<file path="config.mk">
export PLATFORM = sky130hd
export DESIGN_NAME = lut_loader_2ch
export DESIGN_NICKNAME = d
export VERILOG_FILES = /design/src/rtl/lut_loader_2ch.sv
export SDC_FILE = /design/constraint.sdc
export NUM_CORES = 1
export LEC_CHECK = 0
export CAP_MARGIN = 20
export CELL_PAD_IN_SITES_DETAIL_PLACEMENT = 1
export CELL_PAD_IN_SITES_GLOBAL_PLACEMENT = 1
export CORE_ASPECT_RATIO = 1.2
export CORE_MARGIN = 8
export CORE_UTILIZATION = 45
export CTS_BUF_LIST = sky130_fd_sc_hd__clkbuf_2
export DETAILED_ROUTE_END_ITERATION = 8
export PLACE_DENSITY_LB_ADDON = 0.05
export SETUP_SLACK_MARGIN = 0.2
export SLEW_MARGIN = 0
export SYNTH_ARGS = -nofsm -noshare
export SYNTH_HDL_FRONTEND = slang
export SYNTH_SLANG_ARGS = --single-unit
</file>
<file path="constraint.sdc">
create_clock -name i_clk -period 2.9 [get_ports i_clk]
set_input_delay 0.29 -clock i_clk [delete_from_list [all_inputs] [get_ports i_clk]]
set_output_delay 0.29 -clock i_clk [all_outputs]
set_load 0.05 [all_outputs]
</file>
<file path="src/rtl/lut_loader_2ch.sv">
// Framed byte-stream loader: packs host bytes into DATA_WIDTH words for the LUT RAM write port.
// Latency: o_we one cycle after the final byte of each word; o_ready drops only in the DONE cycle or when i_en is low.
// Optional LUT_LOADER_CHECKSUM_EN adds a trailing CSUM byte (header+data+CSUM must sum to 8'h00).
module lut_loader_2ch #(
    parameter int          ADDR_WIDTH = 9,
    parameter int          DATA_WIDTH = 8,
    parameter logic [7:0]  SYNC_BYTE  = 8'hA5
) (
    input  logic                  i_clk,
    input  logic                  i_rst_n,
    input  logic                  i_en,
    input  logic                  i_valid,
    input  logic [7:0]            i_byte,
    output logic                  o_ready,
    output logic                  o_we,
    output logic [ADDR_WIDTH-1:0] o_waddr,
    output logic [DATA_WIDTH-1:0] o_wdata,
    output logic                  o_busy,
    output logic                  o_done,
    output logic                  o_err
);

    localparam int         BYTES  = DATA_WIDTH / 8;
    localparam logic [1:0] LAST_B = 2'(BYTES - 1);

    localparam logic [2:0] S_IDLE   = 3'd0;
    localparam logic [2:0] S_ADDR_H = 3'd1;
    localparam logic [2:0] S_ADDR_L = 3'd2;
    localparam logic [2:0] S_CNT_H  = 3'd3;
    localparam logic [2:0] S_CNT_L  = 3'd4;
    localparam logic [2:0] S_DATA   = 3'd5;
    localparam logic [2:0] S_DONE   = 3'd6;
`ifdef LUT_LOADER_CHECKSUM_EN
    localparam logic [2:0] S_CSUM   = 3'd7;
    localparam logic [2:0] S_AFTER_DATA = S_CSUM;
`else
    localparam logic [2:0] S_AFTER_DATA = S_DONE;
`endif

    logic [2:0]            state_q;
    logic [7:0]            hdr_q;
    logic [15:0]           cnt_q;
    logic [1:0]            bidx_q;
    logic [DATA_WIDTH-1:0] pack_q;
    logic [DATA_WIDTH-1:0] word;
    logic                  xfer;
    logic                  last_byte;
`ifdef LUT_LOADER_CHECKSUM_EN
    logic [7:0]            sum_q;
`endif

    assign o_ready   = i_rst_n && i_en && (state_q != S_DONE);
    assign xfer      = i_valid && o_ready;
    assign word      = DATA_WIDTH'({pack_q, i_byte});
    assign last_byte = (bidx_q == LAST_B);
    assign o_busy    = (state_q != S_IDLE);
    assign o_done    = (state_q == S_DONE);

    always_ff @(posedge i_clk or negedge i_rst_n) begin
        if (!i_rst_n) begin
            state_q <= S_IDLE;
            hdr_q   <= '0;
            cnt_q   <= '0;
            bidx_q  <= '0;
            pack_q  <= '0;
            o_we    <= 1'b0;
            o_waddr <= '0;
            o_wdata <= '0;
            o_err   <= 1'b0;
`ifdef LUT_LOADER_CHECKSUM_EN
            sum_q   <= '0;
`endif
        end else begin
            o_we <= 1'b0;
            // Address advances after the write cycle so o_waddr is stable while o_we is high.
            if (o_we)
                o_waddr <= o_waddr + ADDR_WIDTH'(1);
`ifdef LUT_LOADER_CHECKSUM_EN
            if (xfer && state_q != S_IDLE)
                sum_q <= sum_q + i_byte;
`endif
            case (state_q)
                S_IDLE: begin
                    if (xfer) begin
                        if (i_byte == SYNC_BYTE) begin
                            o_err   <= 1'b0;
                            bidx_q  <= '0;
                            state_q <= S_ADDR_H;
`ifdef LUT_LOADER_CHECKSUM_EN
                            sum_q   <= '0;
`endif
                        end else begin
                            o_err <= 1'b1;
                        end
                    end
                end
                S_ADDR_H: if (xfer) begin
                    hdr_q   <= i_byte;
                    state_q <= S_ADDR_L;
                end
                S_ADDR_L: if (xfer) begin
                    o_waddr <= ADDR_WIDTH'({hdr_q, i_byte});
                    state_q <= S_CNT_H;
                end
                S_CNT_H: if (xfer) begin
                    hdr_q   <= i_byte;
                    state_q <= S_CNT_L;
                end
                S_CNT_L: if (xfer) begin
                    cnt_q   <= {hdr_q, i_byte};
                    state_q <= S_DATA;
                end
                S_DATA: if (xfer) begin
                    pack_q <= word;
                    if (last_byte) begin
                        bidx_q  <= '0;
                        o_we    <= 1'b1;
                        o_wdata <= word;
                        if (cnt_q == 16'd0)
                            state_q <= S_AFTER_DATA;
                        else
                            cnt_q <= cnt_q - 16'd1;
                    end else begin
                        bidx_q <= bidx_q + 2'd1;
                    end
                end
`ifdef LUT_LOADER_CHECKSUM_EN
                S_CSUM: if (xfer) begin
                    if (8'(sum_q + i_byte) == 8'h00) begin
                        state_q <= S_DONE;
                    end else begin
                        o_err   <= 1'b1;
                        state_q <= S_IDLE;
                    end
                end
`endif
                S_DONE:  state_q <= S_IDLE;
                default: state_q <= S_IDLE;
            endcase
        end
    end

endmodule
</file>
==> out/summary.txt <==
Post-route worst setup slack = 0.4072 ns
Post-DP Area = 0.003067 sq mm
Maximum vdd drop = 0.5586 mV
CP delay by family, top = buffers and inverters
Core area = 0.005668 sq mm
RSZ-0062 raised after global routing = no
Relative slew margins = 52.36%
Design Area, Final = 0.003142 sq mm
Worst R2R Start = cnt_q[0]
Overflow after GRT = 0
Startpoint types = flop
Multi-input logic area = 0.001358 sq mm
PD cells = 665.3 mW/mm^2
Hold Buf Count CTS = 1
Num ports = 34
Starting DRC count in detailed routing = 103
Worst Path Required = 2.61 ns
Worst Skew = 0.01970 ns
Share of cells above drive strength 1 = 15.38%
Hold Path Class = input pin to async pin
Period utilisation layout = 85.96%
Worst r2r dst = state_q[0]
Maxcap violations = 0
DR vias = 2233
Status = finished clean
Diode count = 0
# resized after CTS = 0
Place WS = 0.5781 ns
Fill cells = 622
Synth cell types = 56
Critical path type = flop to output port
Gr usage total = 19.23%
Std-Cell Rows = 30
Slew Limit Fails = 0
Initial cell density of the core = 46.64%
Average cell area after synthesis = 10.09 sq um
Leak Pwr = 1.338 nW
Worst-Margin Slew = 0.7081 ns
Flop2flop setup slack = 0.71 ns
DRT antenna net count = 0
Vias/cell = 5.892
Syn Inst Count = 262
Mapped cell area = 0.002644 sq mm
DIE HEIGHT = 99.97 microns
Worst-path clk slew = 0.23 ns
TritonRoute pass-1 iters = 4
Final Hold Vio Count = 0
Worst reg2reg path depth = 6
Clk sinks = 48
RePlAce Congestion = 0.8598
Arrival time worst endpoint = 2.20 ns
Setup violations, final = 0
Fin crit period = 2.493 ns
Die ar. = 0.008594 sq mm
Crit. End Element = output port
Bufs on Longest Clock Path = 2
Setup TNS = 0 ns
Max incr delay on CP = 0.87 ns
Buf/Inv on CP = 1
Achievable Freq = 401.2 MHz
Sequential area share after synthesis = 45.43%
FF+latch area = 0.001201 sq mm
Critical path's slowest cell = clkdlybuf4s50_1
Total CTS buffers = 5
Aggregate routed wire length = 7.750 mm
Clk_lat worst skew = 0.43 ns
CTS tree = built
Drt drc = 0
Average wire per standard cell = 20.45 microns
Clock Tree Root = clkbuf_2
Chip width = 85.97 microns
Synth warn = 0
H-tree depth = 2
Ys async rst share = 100.0%
Dpl hpwl = 5.644 mm
Synth Flop Type = dfrtp_1
Crit path max fanout = 10
Yosys reg bits = 48
Area Overhead vs Synth = 18.84%
Setup repair bufs after CTS = 0
Final net count = 314
EDFF count, synth = 0
I/O Buffers = 33
Vias in the first global route = 2466
Syn_nets = 278
Initial antenna violation count = 0
CP Cell Sequence = nand2_1, nor2_1, clkdlybuf4s50_1
First-pass GRT wire length = 12.94 mm
Pin count of the biggest net entering global routing = 48
cells in the mapped netlist, drive strengths merged, types with 4 or more instances:
library cell / count / area [sq um]
ha: 4 / 50.05
clkbuf: 8 / 30.03
o211ai: 5 / 37.54
nand2: 22 / 82.58
o21ai: 15 / 78.83
mux2: 18 / 206.4
or3: 4 / 25.02
a21oi: 14 / 81.33
nand2b: 4 / 25.02
xnor2: 5 / 43.79
and3: 4 / 25.02
nor2: 22 / 82.58
nand3: 6 / 30.03
nor3: 10 / 61.31
a22o: 5 / 46.30
nor4: 4 / 31.28
dfrtp: 48 / 1201
buf: 4 / 25.02
nand4: 5 / 31.28
inv: 8 / 30.03
cell families (layout without fill, tap and decap cells):
logic type	count (synthesis)	in the layout	synth area share [%]
and+or+nand+nor	94	94	19.78
AOI/OAI and AO/OA	68	68	18.46
DFF	48	48	45.43
muxes	20	20	8.566
buffers and inverters	20	57	3.218
xor gates and xnor gates	8	8	2.650
adders and majority gates	4	4	1.893
state kept, by name, indices dropped and copies added, names as in the netlist:
register  flops
cnt_q        16
o_waddr       9
hdr_q         8
o_wdata       8
state_q       3
bidx_q        2
o_err         1
o_we          1
worst reg2reg max path, stage by stage (launching register included):
cell	delay [ns]
dfrtp_1	0.47
inv_1	0.10
ha_1	0.24
or4b_4	0.52
nor3_4	0.28
a41oi_1	0.25
o211a_1	0.25
per-layer routing:
metal | routed length, microns | vias to the layer above | GRT usage [%]
met2 | 3829 | 46 | 32.40
met4 | 182 | 0 | 7.568
met1 | 3424 | 1125 | 23.33
met5 | 0 | - | 0
met3 | 313 | 15 | 3.843
li1 | - | 1047 | -
layout by cell type (no fill, tap or decap), types with 3 or more instances in the layout:
cell / netlist / layout
clkbuf_2: 0 / 6
o211ai_1: 5 / 5
a22o_1: 3 / 3
a211oi_1: 3 / 3
nand3_1: 6 / 6
xor2_1: 3 / 3
nor2_1: 22 / 22
ha_1: 4 / 4
a21oi_1: 13 / 13
o21ai_0: 14 / 14
dfrtp_1: 48 / 48
mux2_2: 17 / 17
a22oi_1: 3 / 3
or3_1: 4 / 4
nor3_1: 9 / 9
nand4_1: 5 / 5
a2bb2oi_1: 3 / 3
nor4_1: 3 / 3
xnor2_1: 5 / 5
inv_1: 8 / 8
o31ai_1: 3 / 3
and3_1: 4 / 4
nand2_1: 22 / 22
nand2b_1: 4 / 4
clkdlybuf4s50_1: 0 / 32
buf_4: 0 / 7
o2bb2ai_1: 3 / 3
cell type report:
| class | count | area share (%) |
|---|---|---|
| clock buffers | 6 | 0.9558 |
| clock inverters | 2 | 1.115 |
| inverters | 8 | 0.9558 |
| multi-input cells | 194 | 43.21 |
| flip-flops and latches | 48 | 38.23 |
| well taps | 80 | 3.186 |
| repair buffers | 41 | 12.35 |
worst max-delay path by stage:
stage                          start   endpoint  slack, ns  cells after the start
after floorplan           state_q[1]    o_ready       0.80                      4
after global placement     i_byte[5]  bidx_q[1]       0.60                      5
after detailed placement   i_byte[0]  bidx_q[1]       0.58                      5
after CTS                 state_q[2]     o_done       0.40                      3
after global routing      state_q[2]     o_done       0.25                      3
final                     state_q[2]     o_done       0.41                      3
where the power goes:
part	total, mW	switching [mW]	internal [mW]
Clock	0.369	0.221	0.148
Combinational	0.783	0.468	0.315
Sequential	0.938	0.147	0.791
stage by stage:
stage          cells  power, mW  hold slack [ns]  utilization [%]
2_1_floorplan    262      1.458        -0.005591                -
3_3_place_gp     370      1.715           0.1288            54.11
3_5_place_dp     370      1.735           0.1271            54.11
4_1_cts          379      2.107           0.1858            55.43
5_1_grt          379      2.203           0.1928            55.43
6_report         379      2.090           0.1968            55.43
Note: power is estimated with default switching activity, not from simulation.
